==> config.mk <==
export PLATFORM = sky130hd
export DESIGN_NAME = hazard_scoreboard_flat
export DESIGN_NICKNAME = d
export VERILOG_FILES = /design/src/rtl/hazard_pkg.sv /design/src/rtl/hazard_if.sv /design/src/rtl/hazard_port_check.sv /design/src/rtl/hazard_scoreboard.sv /design/src/flat_wrapper.sv
export SDC_FILE = /design/constraint.sdc
export NUM_CORES = 1
export LEC_CHECK = 0
export CELL_PAD_IN_SITES_DETAIL_PLACEMENT = 1
export CELL_PAD_IN_SITES_GLOBAL_PLACEMENT = 2
export CORE_MARGIN = 10
export CORE_UTILIZATION = 23
export CTS_CLUSTER_DIAMETER = 30
export DETAILED_ROUTE_END_ITERATION = 12
export GPL_TIMING_DRIVEN = 0
export PLACE_DENSITY_LB_ADDON = 0.25
export SETUP_SLACK_MARGIN = 0.02
export SYNTH_ARGS = -nofsm -noshare
export SYNTH_HDL_FRONTEND = slang
export SYNTH_SLANG_ARGS = --single-unit
export TNS_END_PERCENT = 1
==> constraint.sdc <==
create_clock -name clk -period 3.34 [get_ports clk]
set_input_delay 0.668 -clock clk [delete_from_list [all_inputs] [get_ports clk]]
set_output_delay 0.668 -clock clk [all_outputs]
set_load 0.02 [all_outputs]
==> src/rtl/hazard_pkg.sv <==
// Shared definitions for the Tuse/Tnew hazard scoreboard: default widths,
// the "never read" Tuse marker, the scoreboard entry layout and the per
// instruction-class timing values used by the address/timing decoder.
package hazard_pkg;

    localparam int unsigned AW_DEF = 5;
    localparam int unsigned TW_DEF = 3;

    // All-ones Tuse means the operand is never read; never stored as a Tnew.
    localparam logic [TW_DEF-1:0] TNONE = {TW_DEF{1'b1}};

    typedef struct packed {
        logic [AW_DEF-1:0] waddr;
        logic [TW_DEF-1:0] tnew;
    } sb_entry_t;

    localparam sb_entry_t SB_BUBBLE = '{waddr: '0, tnew: '0};

    // Tnew: cycles after E entry until the result exists in the pipe.
    localparam logic [TW_DEF-1:0] TNEW_ALU  = 3'd1;
    localparam logic [TW_DEF-1:0] TNEW_LOAD = 3'd2;
    localparam logic [TW_DEF-1:0] TNEW_LUI  = 3'd0;
    localparam logic [TW_DEF-1:0] TNEW_JAL  = 3'd1;

    // Tuse: cycles after D until the operand is consumed.
    localparam logic [TW_DEF-1:0] TUSE_BRANCH   = 3'd0;
    localparam logic [TW_DEF-1:0] TUSE_JR       = 3'd0;
    localparam logic [TW_DEF-1:0] TUSE_ALU      = 3'd1;
    localparam logic [TW_DEF-1:0] TUSE_STORE_RT = 3'd2;

endpackage

==> src/rtl/hazard_if.sv <==
// Decode-side descriptor bus and scoreboard results. The master is the
// decode stage; the slave is the hazard scoreboard.
interface hazard_if
    import hazard_pkg::*;
#(
    parameter int unsigned NUM_RD = 2,
    parameter int unsigned DEPTH  = 3,
    parameter int unsigned AW     = AW_DEF,
    parameter int unsigned TW     = TW_DEF,
    parameter int unsigned SW     = 2
);

    logic                   d_valid;
    logic [NUM_RD*AW-1:0]   d_raddr;
    logic [NUM_RD*TW-1:0]   d_tuse;
    logic [AW-1:0]          d_waddr;
    logic [TW-1:0]          d_tnew;
    logic                   flush;
    logic                   stall;
    logic [NUM_RD*SW-1:0]   fwd_sel;
    logic [DEPTH*AW-1:0]    stage_waddr;
    logic [DEPTH*TW-1:0]    stage_tnew;

    modport master (
        output d_valid, d_raddr, d_tuse, d_waddr, d_tnew, flush,
        input  stall, fwd_sel, stage_waddr, stage_tnew
    );

    modport slave (
        input  d_valid, d_raddr, d_tuse, d_waddr, d_tnew, flush,
        output stall, fwd_sel, stage_waddr, stage_tnew
    );

endinterface

==> src/rtl/hazard_port_check.sv <==
// One decode read port checked against every tracked stage. The youngest
// matching writer decides both the stall request and the forward select.
module hazard_port_check
    import hazard_pkg::*;
#(
    parameter int unsigned DEPTH = 3,
    parameter int unsigned AW    = AW_DEF,
    parameter int unsigned TW    = TW_DEF,
    parameter int unsigned SW    = 2
) (
    input  logic [AW-1:0]       raddr,
    input  logic [TW-1:0]       tuse,
    input  logic [DEPTH*AW-1:0] stage_waddr,
    input  logic [DEPTH*TW-1:0] stage_tnew,
    output logic                hazard,
    output logic [SW-1:0]       fwd_sel
);

    localparam logic [TW-1:0] TNONE_W = {TW{1'b1}};

    logic          active;
    logic          hit;
    logic [TW-1:0] hit_tnew;
    logic [SW-1:0] hit_sel;

    // $0 and unread operands never cause a hazard; bubbles carry waddr 0
    // so they can never match an active port.
    assign active = (raddr != '0) && (tuse != TNONE_W);

    // Priority match: scan oldest to youngest so the youngest writer wins.
    always_comb begin
        hit      = 1'b0;
        hit_tnew = '0;
        hit_sel  = '0;
        for (int i = DEPTH - 1; i >= 0; i--) begin
            if (stage_waddr[i*AW +: AW] == raddr) begin
                hit      = 1'b1;
                hit_tnew = stage_tnew[i*TW +: TW];
                hit_sel  = SW'(i + 1);
            end
        end
    end

    // Stall when the value arrives later than it is needed; forward only a
    // value that already exists (tnew 0).
    always_comb begin
        hazard  = 1'b0;
        fwd_sel = '0;
        if (active && hit) begin
            hazard = (hit_tnew > tuse);
            if (hit_tnew == '0) begin
                fwd_sel = hit_sel;
            end
        end
    end

endmodule

==> src/rtl/hazard_scoreboard.sv <==
// Tuse/Tnew hazard unit: a shifting scoreboard of in-flight writers (E, M, W)
// with per-cycle Tnew countdown, producing the D-stage stall and per-port
// forward selects.
module hazard_scoreboard
    import hazard_pkg::*;
#(
    parameter int unsigned NUM_RD = 2,
    parameter int unsigned DEPTH  = 3,
    parameter int unsigned AW     = AW_DEF,
    parameter int unsigned TW     = TW_DEF,
    parameter int unsigned SW     = 2
) (
    input logic     clk,
    input logic     rst_n,
    hazard_if.slave bus
);

    localparam logic [TW-1:0] TNONE_W = {TW{1'b1}};

    logic [AW-1:0]        waddr_q [DEPTH];
    logic [AW-1:0]        waddr_d [DEPTH];
    logic [TW-1:0]        tnew_q  [DEPTH];
    logic [TW-1:0]        tnew_d  [DEPTH];
    logic [DEPTH*AW-1:0]  stage_waddr;
    logic [DEPTH*TW-1:0]  stage_tnew;
    logic [NUM_RD-1:0]    hazard;
    logic [NUM_RD*SW-1:0] fwd_sel;
    logic                 stall;
    logic                 insert;
    logic [TW-1:0]        d_tnew_clamped;

    // Flatten the scoreboard for the port checkers and the downstream muxes.
    always_comb begin
        stage_waddr = '0;
        stage_tnew  = '0;
        for (int i = 0; i < DEPTH; i++) begin
            stage_waddr[i*AW +: AW] = waddr_q[i];
            stage_tnew[i*TW +: TW]  = tnew_q[i];
        end
    end

    for (genvar r = 0; r < NUM_RD; r++) begin : g_port
        hazard_port_check #(
            .DEPTH (DEPTH),
            .AW    (AW),
            .TW    (TW),
            .SW    (SW)
        ) u_check (
            .raddr       (bus.d_raddr[r*AW +: AW]),
            .tuse        (bus.d_tuse[r*TW +: TW]),
            .stage_waddr (stage_waddr),
            .stage_tnew  (stage_tnew),
            .hazard      (hazard[r]),
            .fwd_sel     (fwd_sel[r*SW +: SW])
        );
    end

    // A bubble in D can never stall, whatever its descriptor fields say.
    assign stall  = bus.d_valid & (|hazard);
    assign insert = bus.d_valid & ~stall & ~bus.flush;

    // TNONE is reserved for Tuse; clamp it so a stored Tnew still counts down.
    assign d_tnew_clamped = (bus.d_tnew == TNONE_W) ? TNONE_W - 1'b1 : bus.d_tnew;

    // Next scoreboard: E takes D or a bubble, later stages shift with a
    // saturating Tnew decrement; W's old entry drops off the end.
    always_comb begin
        for (int i = 0; i < DEPTH; i++) begin
            waddr_d[i] = '0;
            tnew_d[i]  = '0;
        end
        if (insert) begin
            waddr_d[0] = bus.d_waddr;
            tnew_d[0]  = d_tnew_clamped;
        end
        for (int i = 1; i < DEPTH; i++) begin
            waddr_d[i] = waddr_q[i-1];
            tnew_d[i]  = (tnew_q[i-1] == '0) ? '0 : tnew_q[i-1] - 1'b1;
        end
    end

    // Scoreboard state; reset empties every stage.
    always_ff @(posedge clk or negedge rst_n) begin
        if (!rst_n) begin
            for (int i = 0; i < DEPTH; i++) begin
                waddr_q[i] <= '0;
                tnew_q[i]  <= '0;
            end
        end else begin
            for (int i = 0; i < DEPTH; i++) begin
                waddr_q[i] <= waddr_d[i];
                tnew_q[i]  <= tnew_d[i];
            end
        end
    end

    assign bus.stall       = stall;
    assign bus.fwd_sel     = fwd_sel;
    assign bus.stage_waddr = stage_waddr;
    assign bus.stage_tnew  = stage_tnew;

endmodule

==> src/flat_wrapper.sv <==
// flat-port wrapper written by rule: the top's interface ports become plain ports
module hazard_scoreboard_flat import hazard_pkg::*;
#(
    parameter int unsigned NUM_RD = 2,
    parameter int unsigned DEPTH  = 3,
    parameter int unsigned AW     = AW_DEF,
    parameter int unsigned TW     = TW_DEF,
    parameter int unsigned SW     = 2
)
  (clk, rst_n, bus_d_valid, bus_d_raddr, bus_d_tuse, bus_d_waddr, bus_d_tnew, bus_flush, bus_stall, bus_fwd_sel, bus_stage_waddr, bus_stage_tnew);
  hazard_if #(.NUM_RD(NUM_RD), .DEPTH(DEPTH), .AW(AW), .TW(TW), .SW(SW)) bus_i ();
  input logic clk;
  input logic rst_n;
  input wire logic [$bits(bus_i.d_valid)-1:0] bus_d_valid;
  input wire logic [$bits(bus_i.d_raddr)-1:0] bus_d_raddr;
  input wire logic [$bits(bus_i.d_tuse)-1:0] bus_d_tuse;
  input wire logic [$bits(bus_i.d_waddr)-1:0] bus_d_waddr;
  input wire logic [$bits(bus_i.d_tnew)-1:0] bus_d_tnew;
  input wire logic [$bits(bus_i.flush)-1:0] bus_flush;
  output wire logic [$bits(bus_i.stall)-1:0] bus_stall;
  output wire logic [$bits(bus_i.fwd_sel)-1:0] bus_fwd_sel;
  output wire logic [$bits(bus_i.stage_waddr)-1:0] bus_stage_waddr;
  output wire logic [$bits(bus_i.stage_tnew)-1:0] bus_stage_tnew;
  assign bus_i.d_valid = bus_d_valid;
  assign bus_i.d_raddr = bus_d_raddr;
  assign bus_i.d_tuse = bus_d_tuse;
  assign bus_i.d_waddr = bus_d_waddr;
  assign bus_i.d_tnew = bus_d_tnew;
  assign bus_i.flush = bus_flush;
  assign bus_stall = bus_i.stall;
  assign bus_fwd_sel = bus_i.fwd_sel;
  assign bus_stage_waddr = bus_i.stage_waddr;
  assign bus_stage_tnew = bus_i.stage_tnew;
  hazard_scoreboard #(.NUM_RD(NUM_RD), .DEPTH(DEPTH), .AW(AW), .TW(TW), .SW(SW)) u_core (.clk(clk), .rst_n(rst_n), .bus(bus_i));
endmodule
==> metrics.yaml <==
slew_headroom_pct: 26.38
max_freq_mhz: 266.4
final_cells: 356
ys_ff_latch: 24
cts_root_buffer: "clkbuf_8"
synth_area_um2: 1658
ff2ff_path_depth: 12
power.density_nw_per_um2: 274.7
dp_cells: 339
vias: 1568
die_h_um: 104.9
die-area_um2: 11000
tightest_slew_ns: 1.101
cts.path.max_buffers: 2
yosysWarnings: 0
final_nets: 300
grt_use_total_pct: 10.24
hold_buffers: 0
seq_area_frac_synth_pct: 36.23
antenna_found_initial: 0
firstDrtPassIters: 4
arrival_ns: 3.09
path_class: "in2out"
grt_first_pass_wirelength_um: 9183
dp.final_hpwl_um: 4572
ir_worst_vdd_v: 0.0001128
gr-total-overflow: 0
pre_cts_slack_ns: -1.711
drc_errors: 0
fin_util_pct: 38.13
hp-start: "u_core.bus.stage_waddr[7]"
wirelength_um: 5722
critPathLaunch: "bus_d_raddr[7]"
layout_setup_ws_ns: -0.4138
synth_cells: 187
syn_nets: 225
numCtsBuffers: 3
synth_flop_cell: "dfrtp_1"
place_congestion: 0.7156
mostFrequentLayoutCell: "clkdlybuf4s50_1"
grt_start_max_net_pins: 25
cts_tree: "yes"
period_share_pct: 112.4
pin_count: 57
synth-edff-count: 0
crit_path_start_kind: "input port"
setup_viol: 2
hold_viol: 0
cap_violations: 0
yosys.cell_types.count: 38
viasPerCell: 4.404
status: "finished with violations"
holdPathStages: 0
leakagePower_nw: 1.143
initialDrtViolationCount: 36
clk-insertion-delay-late_ns: 0.26
grt_pass1_vias: 1764
final_max_slew_viol_count: 0
rsz0062_at_grt: "yes"
violations: "setup timing"
critPathMaxFanout: 5
n_antenna_cell: 0
path_clk_slew_ns: 0.08
cts_sinks: 24
ant_nets: 0
hold_class: "reg2reg"
multi_input_area_um2: 1069
dieWidth_um: 104.9
area_growth_pct: 58.87
seq_area_um2: 600.6
ys_async_sr_fraction_pct: 100.0
core_area_um2: 6907
syn_area_per_cell_um2: 8.865
fin_crit_ns: 3.754
fill_cells: 823
drive_above_1_share_pct: 26.15
r2r_start: "u_core.bus.stage_waddr[13]"
final_cell_mix: "clkdlybuf4s50_1, buf_4, dfrtp_1, nor2_1, nand2_1"
fin_skew_ns: 0.0009119
end_kind: "output pin"
h-tree-depth: 1
total_power_uw: 723.5
port_buffers: 56
required_ns: 2.67
initial_core_util_pct: 24.00
rows: 30
wl_per_cell_um: 16.07
[cells by family (layout without fill, tap and decap cells)]
kind of cell	count (synthesis)	after routing	share of synthesized area [%]
and+or+nand+nor	74	74	22.26
AOI/OAI and AO/OA	27	27	12.00
xor gates and xnor gates	26	26	13.74
buffers and inverters	26	99	8.226
DFF	24	24	36.23
adders and majority gates	10	10	7.547
[synthesized netlist by cell type, types with 6 or more instances]
library cell	count	share of area, %
a31oi_1	7	2.6
nand3_1	12	3.6
buf_4	10	4.5
xor2_1	10	5.3
nor2_1	20	4.5
xnor2_1	16	8.5
ha_1	10	7.5
dfrtp_1	24	36
inv_1	14	3.2
nor2b_1	6	2.3
nand2_1	15	3.4
[sequential cells by signal (all words and copies together), names as in the netlist]
name / count
u_core.bus.stage_waddr: 15
u_core.bus.stage_tnew: 9
[power by group]
part | internal [mW] | total (mW) | leakage [nW] | switching (mW)
Clock | 0.0806 | 0.169 | 0.0216 | 0.0884
Sequential | 0.303 | 0.321 | 0.323 | 0.0178
Combinational | 0.117 | 0.233 | 0.798 | 0.116
Total | 0.501 | 0.723 | 1.14 | 0.222
[worst max-delay path: stages]
cell and delay (ns):
buf_8 0.11, a2111o_1 0.45, nor3_4 0.30, nand3_2 0.14, a31oi_4 0.24, ha_4 0.23
nor2b_4 0.12, o21a_1 0.16, o211ai_1 0.25, o22ai_4 0.13, and2_4 0.17, buf_6 0.12
[timing repair]
| action | CTS | global route |
|---|---|---|
| gates resized for setup | 73 | 16 |
| cloned | 0 | 0 |
| endpoints found under the hold margin | 0 | 0 |
| buffers inserted | 12 | 2 |
| pin swaps | 14 | 8 |
| setup endpoints to repair | 13 | 5 |
[area by class of cell]
type	count	share of cell area [%]
clock buffer	3	1.568
timing repair buffer	70	25.32
buffer	12	3.183
tap	96	4.561
multi-input combinational	137	40.57
sequential	24	22.80
inverter	14	1.995
[final timing paths]
kind | to | slack [ns]
max in group asynchronous | u_core.bus.stage_tnew[6] | 1.69
setup reg to reg | u_core.bus.stage_tnew[2] | 0.47
hold / removal | u_core.bus.stage_waddr[12] | 0.48
hold reg to reg | u_core.bus.stage_waddr[12] | 0.48
setup / recovery | bus_stall | -0.41
min in group asynchronous | u_core.bus.stage_waddr[2] | 0.99
[routing by layer]
layer / share of wire (%) / wire length (um) / track usage, %
met1: 42 / 2404 / 11.50
met2: 52 / 2960 / 18.42
met3: 5.5 / 312 / 3.133
met4: 0.77 / 44 / 2.353
met5: 0 / 0 / 0
[metrics by stage]
step           setup TNS, ns  hold WS, ns  area [um^2]
2_1_floorplan       -0.07422       0.3724         1673
3_3_place_gp          -8.049       0.4592         2354
3_5_place_dp          -8.084       0.4567         2354
4_1_cts              -0.4289       0.4780         2574
5_1_grt              -0.7812       0.4831         2634
6_report             -0.4471       0.4751         2634
No activity file was read; power rests on OpenSTA's default activity.
